`src/rtl/div_sequencer_pkg.sv`:
```
// rtl/div_sequencer_pkg.sv - shared encodings and constants for the divide sequencer
package div_sequencer_pkg;

    localparam logic OP_QUO = 1'b0;
    localparam logic OP_REM = 1'b1;

    localparam logic [63:0] INT64_MIN  = 64'h8000_0000_0000_0000;
    localparam logic [63:0] ALL_ONES64 = 64'hFFFF_FFFF_FFFF_FFFF;

    typedef enum logic [1:0] {
        IDLE = 2'd0,
        WAIT = 2'd1,
        DONE = 2'd2
    } div_state_t;

endpackage

```
`src/rtl/div_sequencer_if.sv`:
```
// rtl/div_sequencer_if.sv - request, divider and response signals of the divide sequencer
// slave  : sequencer side (accepts requests, drives divider operands, returns responses)
// master : environment side (issues requests, supplies divider results, consumes responses)
interface div_sequencer_if #(
    parameter int TAG_W = 4
);
    logic             req_valid;
    logic             req_ready;
    logic             req_op;
    logic [63:0]      req_a;
    logic [63:0]      req_b;
    logic [TAG_W-1:0] req_tag;

    logic [63:0]      div_a;
    logic [63:0]      div_b;
    logic [63:0]      div_quo;
    logic [63:0]      div_r;
    logic             div_ovf;

    logic             rsp_valid;
    logic             rsp_ready;
    logic [63:0]      rsp_data;
    logic [TAG_W-1:0] rsp_tag;
    logic             rsp_dz;
    logic             rsp_ovf;

    modport slave (
        input  req_valid, req_op, req_a, req_b, req_tag,
        input  div_quo, div_r, div_ovf,
        input  rsp_ready,
        output req_ready,
        output div_a, div_b,
        output rsp_valid, rsp_data, rsp_tag, rsp_dz, rsp_ovf
    );

    modport master (
        output req_valid, req_op, req_a, req_b, req_tag,
        output div_quo, div_r, div_ovf,
        output rsp_ready,
        input  req_ready,
        input  div_a, div_b,
        input  rsp_valid, rsp_data, rsp_tag, rsp_dz, rsp_ovf
    );

endinterface

```
`src/rtl/div_req_fifo.sv`:
```
// rtl/div_req_fifo.sv - DEPTH x W show-ahead request FIFO with wrap-bit pointers
// clk, rst_n        : clock, asynchronous active-low reset
// push_i, wdata_i   : write strobe (ignored when full) and entry
// pop_i             : read strobe (ignored when empty)
// rdata_o           : head entry, valid while !empty_o
// full_o, empty_o   : status derived from registered pointers only
module div_req_fifo #(
    parameter int DEPTH = 4,
    parameter int W     = 133
) (
    input  logic         clk,
    input  logic         rst_n,
    input  logic         push_i,
    input  logic [W-1:0] wdata_i,
    input  logic         pop_i,
    output logic [W-1:0] rdata_o,
    output logic         full_o,
    output logic         empty_o
);
    localparam int AW = $clog2(DEPTH);

    logic [AW:0]  wr_ptr_q, wr_ptr_d;
    logic [AW:0]  rd_ptr_q, rd_ptr_d;
    logic [W-1:0] mem_q [DEPTH];
    logic         do_push, do_pop;

    // Full blocks a push even when a pop happens in the same cycle.
    assign full_o  = (wr_ptr_q[AW] != rd_ptr_q[AW]) && (wr_ptr_q[AW-1:0] == rd_ptr_q[AW-1:0]);
    assign empty_o = (wr_ptr_q == rd_ptr_q);
    assign do_push = push_i && !full_o;
    assign do_pop  = pop_i && !empty_o;
    assign rdata_o = mem_q[rd_ptr_q[AW-1:0]];

    always_comb begin
        wr_ptr_d = wr_ptr_q;
        rd_ptr_d = rd_ptr_q;
        if (do_push) wr_ptr_d = wr_ptr_q + 1'b1;
        if (do_pop)  rd_ptr_d = rd_ptr_q + 1'b1;
    end

    always_ff @(posedge clk or negedge rst_n) begin
        if (!rst_n) begin
            wr_ptr_q <= '0;
            rd_ptr_q <= '0;
        end else begin
            wr_ptr_q <= wr_ptr_d;
            rd_ptr_q <= rd_ptr_d;
        end
    end

    always_ff @(posedge clk) begin
        if (do_push) mem_q[wr_ptr_q[AW-1:0]] <= wdata_i;
    end

endmodule

```
`src/rtl/div_sequencer.sv`:
```
// rtl/div_sequencer.sv - issue/response sequencer in front of a multicycle 64-bit signed divider
// clk, rst_n : clock, asynchronous active-low reset
// bus        : request (req_*), divider operand/result (div_*) and response (rsp_*) signals
module div_sequencer
    import div_sequencer_pkg::*;
#(
    parameter int DEPTH   = 4,
    parameter int DIV_LAT = 2,
    parameter int TAG_W   = 4
) (
    input  logic            clk,
    input  logic            rst_n,
    div_sequencer_if.slave  bus
);
    localparam int W     = 1 + 64 + 64 + TAG_W;
    localparam int CNT_W = $clog2(DIV_LAT) + 1;

    div_state_t       state_q, state_d;
    logic [CNT_W-1:0] cnt_q, cnt_d;
    logic [63:0]      div_a_q, div_a_d, div_b_q, div_b_d;
    logic             op_q, op_d;
    logic [TAG_W-1:0] tag_q, tag_d;
    logic [63:0]      data_q, data_d;
    logic             dz_q, dz_d, ovf_q, ovf_d;

    logic             fifo_full, fifo_empty, pop, issue;
    logic [W-1:0]     head;
    logic             h_op;
    logic [63:0]      h_a, h_b;
    logic [TAG_W-1:0] h_tag;

    // The divider's own overflow flag is deliberately ignored; specials are decoded here.
    logic unused_div_ovf;
    assign unused_div_ovf = bus.div_ovf;

    div_req_fifo #(.DEPTH(DEPTH), .W(W)) u_fifo (
        .clk     (clk),
        .rst_n   (rst_n),
        .push_i  (bus.req_valid),
        .wdata_i ({bus.req_op, bus.req_a, bus.req_b, bus.req_tag}),
        .pop_i   (pop),
        .rdata_o (head),
        .full_o  (fifo_full),
        .empty_o (fifo_empty)
    );

    assign {h_op, h_a, h_b, h_tag} = head;

    assign bus.req_ready = !fifo_full;
    assign bus.div_a     = div_a_q;
    assign bus.div_b     = div_b_q;
    assign bus.rsp_valid = (state_q == DONE);
    assign bus.rsp_data  = data_q;
    assign bus.rsp_tag   = tag_q;
    assign bus.rsp_dz    = dz_q;
    assign bus.rsp_ovf   = ovf_q;

    always_comb begin
        state_d = state_q;
        cnt_d   = cnt_q;
        div_a_d = div_a_q;
        div_b_d = div_b_q;
        op_d    = op_q;
        tag_d   = tag_q;
        data_d  = data_q;
        dz_d    = dz_q;
        ovf_d   = ovf_q;
        issue   = 1'b0;
        pop     = 1'b0;

        case (state_q)
            IDLE: issue = !fifo_empty;
            WAIT: begin
                if (cnt_q != '0) begin
                    cnt_d = cnt_q - CNT_W'(1);
                end else begin
                    data_d  = (op_q == OP_REM) ? bus.div_r : bus.div_quo;
                    dz_d    = 1'b0;
                    ovf_d   = 1'b0;
                    state_d = DONE;
                end
            end
            DONE: begin
                if (bus.rsp_ready) begin
                    // Back-to-back issue straight out of the handshake edge.
                    if (!fifo_empty) issue   = 1'b1;
                    else             state_d = IDLE;
                end
            end
            default: state_d = IDLE;
        endcase

        if (issue) begin
            pop     = 1'b1;
            div_a_d = h_a;
            div_b_d = h_b;
            op_d    = h_op;
            tag_d   = h_tag;
            if (h_b == '0) begin
                data_d  = (h_op == OP_REM) ? h_a : ALL_ONES64;
                dz_d    = 1'b1;
                ovf_d   = 1'b0;
                state_d = DONE;
            end else if (h_a == INT64_MIN && h_b == ALL_ONES64) begin
                data_d  = (h_op == OP_REM) ? 64'd0 : INT64_MIN;
                dz_d    = 1'b0;
                ovf_d   = 1'b1;
                state_d = DONE;
            end else begin
                cnt_d   = CNT_W'(DIV_LAT - 1);
                state_d = WAIT;
            end
        end
    end

    always_ff @(posedge clk or negedge rst_n) begin
        if (!rst_n) begin
            state_q <= IDLE;
            cnt_q   <= '0;
            div_a_q <= '0;
            div_b_q <= '0;
            op_q    <= 1'b0;
            tag_q   <= '0;
            data_q  <= '0;
            dz_q    <= 1'b0;
            ovf_q   <= 1'b0;
        end else begin
            state_q <= state_d;
            cnt_q   <= cnt_d;
            div_a_q <= div_a_d;
            div_b_q <= div_b_d;
            op_q    <= op_d;
            tag_q   <= tag_d;
            data_q  <= data_d;
            dz_q    <= dz_d;
            ovf_q   <= ovf_d;
        end
    end

endmodule
```
`src/flat_wrapper.sv`:
```
// flat-port wrapper written by rule: the top's interface ports become plain ports
module div_sequencer_flat import div_sequencer_pkg::*;
#(
    parameter int DEPTH   = 4,
    parameter int DIV_LAT = 2,
    parameter int TAG_W   = 4
)
  (clk, rst_n, bus_req_valid, bus_req_op, bus_req_a, bus_req_b, bus_req_tag, bus_div_quo, bus_div_r, bus_div_ovf, bus_rsp_ready, bus_req_ready, bus_div_a, bus_div_b, bus_rsp_valid, bus_rsp_data, bus_rsp_tag, bus_rsp_dz, bus_rsp_ovf);
  div_sequencer_if #(.TAG_W(TAG_W)) bus_i ();
  input  logic clk;
  input  logic rst_n;
  input wire logic [$bits(bus_i.req_valid)-1:0] bus_req_valid;
  input wire logic [$bits(bus_i.req_op)-1:0] bus_req_op;
  input wire logic [$bits(bus_i.req_a)-1:0] bus_req_a;
  input wire logic [$bits(bus_i.req_b)-1:0] bus_req_b;
  input wire logic [$bits(bus_i.req_tag)-1:0] bus_req_tag;
  input wire logic [$bits(bus_i.div_quo)-1:0] bus_div_quo;
  input wire logic [$bits(bus_i.div_r)-1:0] bus_div_r;
  input wire logic [$bits(bus_i.div_ovf)-1:0] bus_div_ovf;
  input wire logic [$bits(bus_i.rsp_ready)-1:0] bus_rsp_ready;
  output wire logic [$bits(bus_i.req_ready)-1:0] bus_req_ready;
  output wire logic [$bits(bus_i.div_a)-1:0] bus_div_a;
  output wire logic [$bits(bus_i.div_b)-1:0] bus_div_b;
  output wire logic [$bits(bus_i.rsp_valid)-1:0] bus_rsp_valid;
  output wire logic [$bits(bus_i.rsp_data)-1:0] bus_rsp_data;
  output wire logic [$bits(bus_i.rsp_tag)-1:0] bus_rsp_tag;
  output wire logic [$bits(bus_i.rsp_dz)-1:0] bus_rsp_dz;
  output wire logic [$bits(bus_i.rsp_ovf)-1:0] bus_rsp_ovf;
  assign bus_i.req_valid = bus_req_valid;
  assign bus_i.req_op = bus_req_op;
  assign bus_i.req_a = bus_req_a;
  assign bus_i.req_b = bus_req_b;
  assign bus_i.req_tag = bus_req_tag;
  assign bus_i.div_quo = bus_div_quo;
  assign bus_i.div_r = bus_div_r;
  assign bus_i.div_ovf = bus_div_ovf;
  assign bus_i.rsp_ready = bus_rsp_ready;
  assign bus_req_ready = bus_i.req_ready;
  assign bus_div_a = bus_i.div_a;
  assign bus_div_b = bus_i.div_b;
  assign bus_rsp_valid = bus_i.rsp_valid;
  assign bus_rsp_data = bus_i.rsp_data;
  assign bus_rsp_tag = bus_i.rsp_tag;
  assign bus_rsp_dz = bus_i.rsp_dz;
  assign bus_rsp_ovf = bus_i.rsp_ovf;
  div_sequencer #(.DEPTH(DEPTH), .DIV_LAT(DIV_LAT), .TAG_W(TAG_W)) u_core (.clk(clk), .rst_n(rst_n), .bus(bus_i));
endmodule
```
`config.mk`:
```
export PLATFORM = sky130hd
export DESIGN_NAME = div_sequencer_flat
export DESIGN_NICKNAME = d
export VERILOG_FILES = /design/src/rtl/div_sequencer_pkg.sv /design/src/rtl/div_sequencer_if.sv /design/src/rtl/div_req_fifo.sv /design/src/rtl/div_sequencer.sv /design/src/flat_wrapper.sv
export SDC_FILE = /design/constraint.sdc
export NUM_CORES = 1
export LEC_CHECK = 0
export CORE_ASPECT_RATIO = 1.2
export CORE_UTILIZATION = 40
export DETAILED_ROUTE_END_ITERATION = 16
export GPL_ROUTABILITY_DRIVEN = 0
export GPL_TIMING_DRIVEN = 0
export PLACE_DENSITY = 0.63
export RECOVER_POWER = 100
export SYNTH_ARGS = -nofsm -noshare
export SYNTH_HDL_FRONTEND = slang
export SYNTH_HIERARCHICAL = 1
export SYNTH_SLANG_ARGS = --single-unit
```
`constraint.sdc`:
```
create_clock -name clk -period 6.7 [get_ports clk]
set_input_delay 1.005 -clock clk [delete_from_list [all_inputs] [get_ports clk]]
set_output_delay 1.005 -clock clk [all_outputs]
set_load 0.02 [all_outputs]
```
==> reports/metrics.cfg <==
[run_status]
status=complete, but fails checks
violations=max-capacitance violations, max-slew violations

[timing]
clock_skew_ns=0.02309
whs_ns=0.4163
finalMaxSlewViolations=341
max_slew.worst_pin.slew_ns=3.595
slew_headroom_pct=-139.7
hold_violations=0
rsz0062_at_grt=no
fin_ws_ns=1.034
min_period_ns=5.666
min_period_over_period_pct=84.57
setup_viol=0
max_freq_mhz=176.5

[yosys]
synth-edff-count=532
synth.most_common_cell=edfxtp_1
synth-main-ff-cell=edfxtp_1
yosysTopAreaCell=edfxtp_1
syn_inst=1843
synth.distinct_cells=48
syn_nets=2114
netlist_top_cells_count=edfxtp_1 (532), nand2_1 (467), dfrtp_1 (209)
synth_area_leaders=edfxtp_1 (53%), dfrtp_1 (17%), mux4_2 (10%)
ys_ff_latch=741
synth_warnings=6
ys_seq_area_share_pct=70.92
synth_area_mm2=0.02990
yosysTopAreaCellShare_pct=53.43
async_flop_share_pct=28.21
avgSynthCellArea_um2=16.22

[critical_path]
crit_family=simple AND/OR/NAND/NOR gates
reg2reg_depth=11
endpoint=u_core/bus.rsp_data[55]
ff2ff_setup_slack_ns=1.03
r2r_start=u_core/u_fifo/rd_ptr_q[1]
worstPathCellList=clkbuf_1, clkbuf_1, mux4_2, nor4_1, nand4_1, or4_1, clkbuf_1, or2_0, buf_6, clkbuf_1, o22ai_2
r2r_end=u_core/bus.rsp_data[55]
cpMaxStageDelayCell=nor4_1
crit_top_cell=clkbuf_1
startpoint_type=register
startpoint=u_core/u_fifo/rd_ptr_q[1]
critical_path_arrival_ns=6.17
cp-end-kind=register
worst_path_largest_cell_delay_ns=1.10
cp.buffers_inverters=5
crit_cells=11
path_class=register to register
crit_required_ns=7.21
worst-path-max-fanout=10

[cts]
cts_resized=0
clock_path_buffers=3
numCtsBuffers=75
cts_setup_buffers=0
cts_tree=yes
cts.clk_slew.worst_paths_ns=0.06
ctsHoldBuffers=0
h-tree-depth=3
cts-root-buf=clkbuf_16
cts_num_sinks=741
worstSkewPairLatency_ns=0.61

[min_path]
holdCritPathClass=primary input to async pin

[grt]
gr-usage-all-layers_pct=22.29
grt_pass1_wl_um=124300
grt_max_degree=108
grt_pass1_vias=19350
antenna_found_initial=30
overflow=0

[route]
vias=18340
drt_first_pass_iters=5
viasPerCell=5.287
drt_iter0_drc=1124
ant_nets=0
wl_um=84940
drc=0
wl_per_cell_um=24.49

[die]
die_w_um=251.6
start_util_pct=40.53
rows=109
io_pins=466
core-area_mm2=0.07378
die_h_um=301.5
dieArea_mm2=0.07585

[cells_and_area]
final_util_pct=52.03
final_nets=2671
area_growth_pct=28.38
drive_gt1_share_pct=14.11

[power]
ir_worst_vdd_mv=0.2940
pwr_density_cell_mw_per_mm2=493.8
leakage_nw=13.93
p_total_w=0.01896

[placement]
place_ws_ns=1.772
dp_hpwl_um=61130
port_buffers=464

[flow_run]
maxCapViolations=8

-- placed cells by master, fill, tap and decap left out, types with 5 or more instances in the layout --
cell and count:
nand2_1 467, edfxtp_1 532, mux4_2 133, clkinv_1 7, nor4_1 35, inv_1 8
bufinv_16 12, clkbuf_16 77, nor2_1 7, clkbuf_8 6, xnor2_1 5, o22ai_2 49
buf_2 14, mux2i_1 64, dfrtp_1 209, buf_4 14, o22ai_1 16, a21oi_1 6
o31ai_1 5, diode_2 10, nand4_1 25, o221ai_1 61, nor2b_1 64, clkdlybuf4s50_1 129
buf_1 11, clkinv_2 11, clkbuf_1 95, ha_1 5, buf_6 12, dlygate4sd3_1 334
-- state kept, by name, indices dropped and copies added (netlist names) --
name	cells
u_core/u_fifo/rd_ptr_q	3
u_core/bus.rsp_tag	4
u_core/op_q	1
u_core/cnt_q	2
u_core/u_fifo/mem_q	532
u_core/bus.rsp_dz	1
u_core/state_q	2
u_core/bus.div_b	64
u_core/bus.rsp_ovf	1
u_core/bus.rsp_data	64
u_core/u_fifo/wr_ptr_q	3
u_core/bus.div_a	64
-- stage by stage --
| step | std cells | area, um^2 | TNS, ns |
|---|---|---|---|
| 2_1_floorplan | 1843 | 29900 | 0 |
| 3_3_place_gp | 3306 | 35800 | -2038.94 |
| 3_5_place_dp | 3322 | 36210 | 0 |
| 4_1_cts | 3459 | 38770 | 0 |
| 5_1_grt | 3463 | 38370 | 0 |
| 6_report | 3469 | 38390 | 0 |
-- layout make-up --
type                    instances  area [um^2]
inverters                       8        30.03
repair buffers                480         4807
multi-input cells             977         7908
well taps                     999         1250
diodes                         10        25.02
fillers                      6201        35400
clock inverters                35        481.7
plain buffers                 117        599.3
clock buffers                 102         2081
flip-flops and latches        741        21210
-- worst min path at each step --
stage / endpoint / slack (ns)
2_1_floorplan: u_core/u_fifo/rd_ptr_q[2] / 0.54
3_3_place_gp: u_core/bus.div_b[62] / 0.46
3_5_place_dp: u_core/bus.div_b[49] / 0.46
4_1_cts: u_core/bus.rsp_data[29] / 0.46
5_1_grt: u_core/bus.rsp_data[29] / 0.49
6_report: u_core/bus.div_a[31] / 0.42
-- metal layers --
layer  part of all wire, %  GRT usage [%]  vias up
li1                      -              -     8169
met1                    38          25.98     9307
met2                    51          39.65      653
met3                   7.4          5.619      169
met4                   3.2          7.985       42
met5                  0.32              0        -
-- power by group --
group | switching, W | internal (W) | total [W] | leakage (nW)
Combinational | 0.00476 | 0.00297 | 0.00773 | 5.32
Clock | 0.00173 | 0.00264 | 0.00437 | 1.25
Sequential | 0.000498 | 0.00636 | 0.00686 | 7.36
-- logic make-up after synthesis --
logic type,count (synthesis),synth area share (%)
adder cells (fa/ha/maj),5,0.2092
flip-flops,741,70.92
XOR/XNOR,9,0.3515
AO/OA/AOI/OAI,152,5.243
buffers and inverters,125,2.176
multiplexers,197,12.16
AND/OR/NAND/NOR,614,8.942
(Power assumes the default switching activity.)
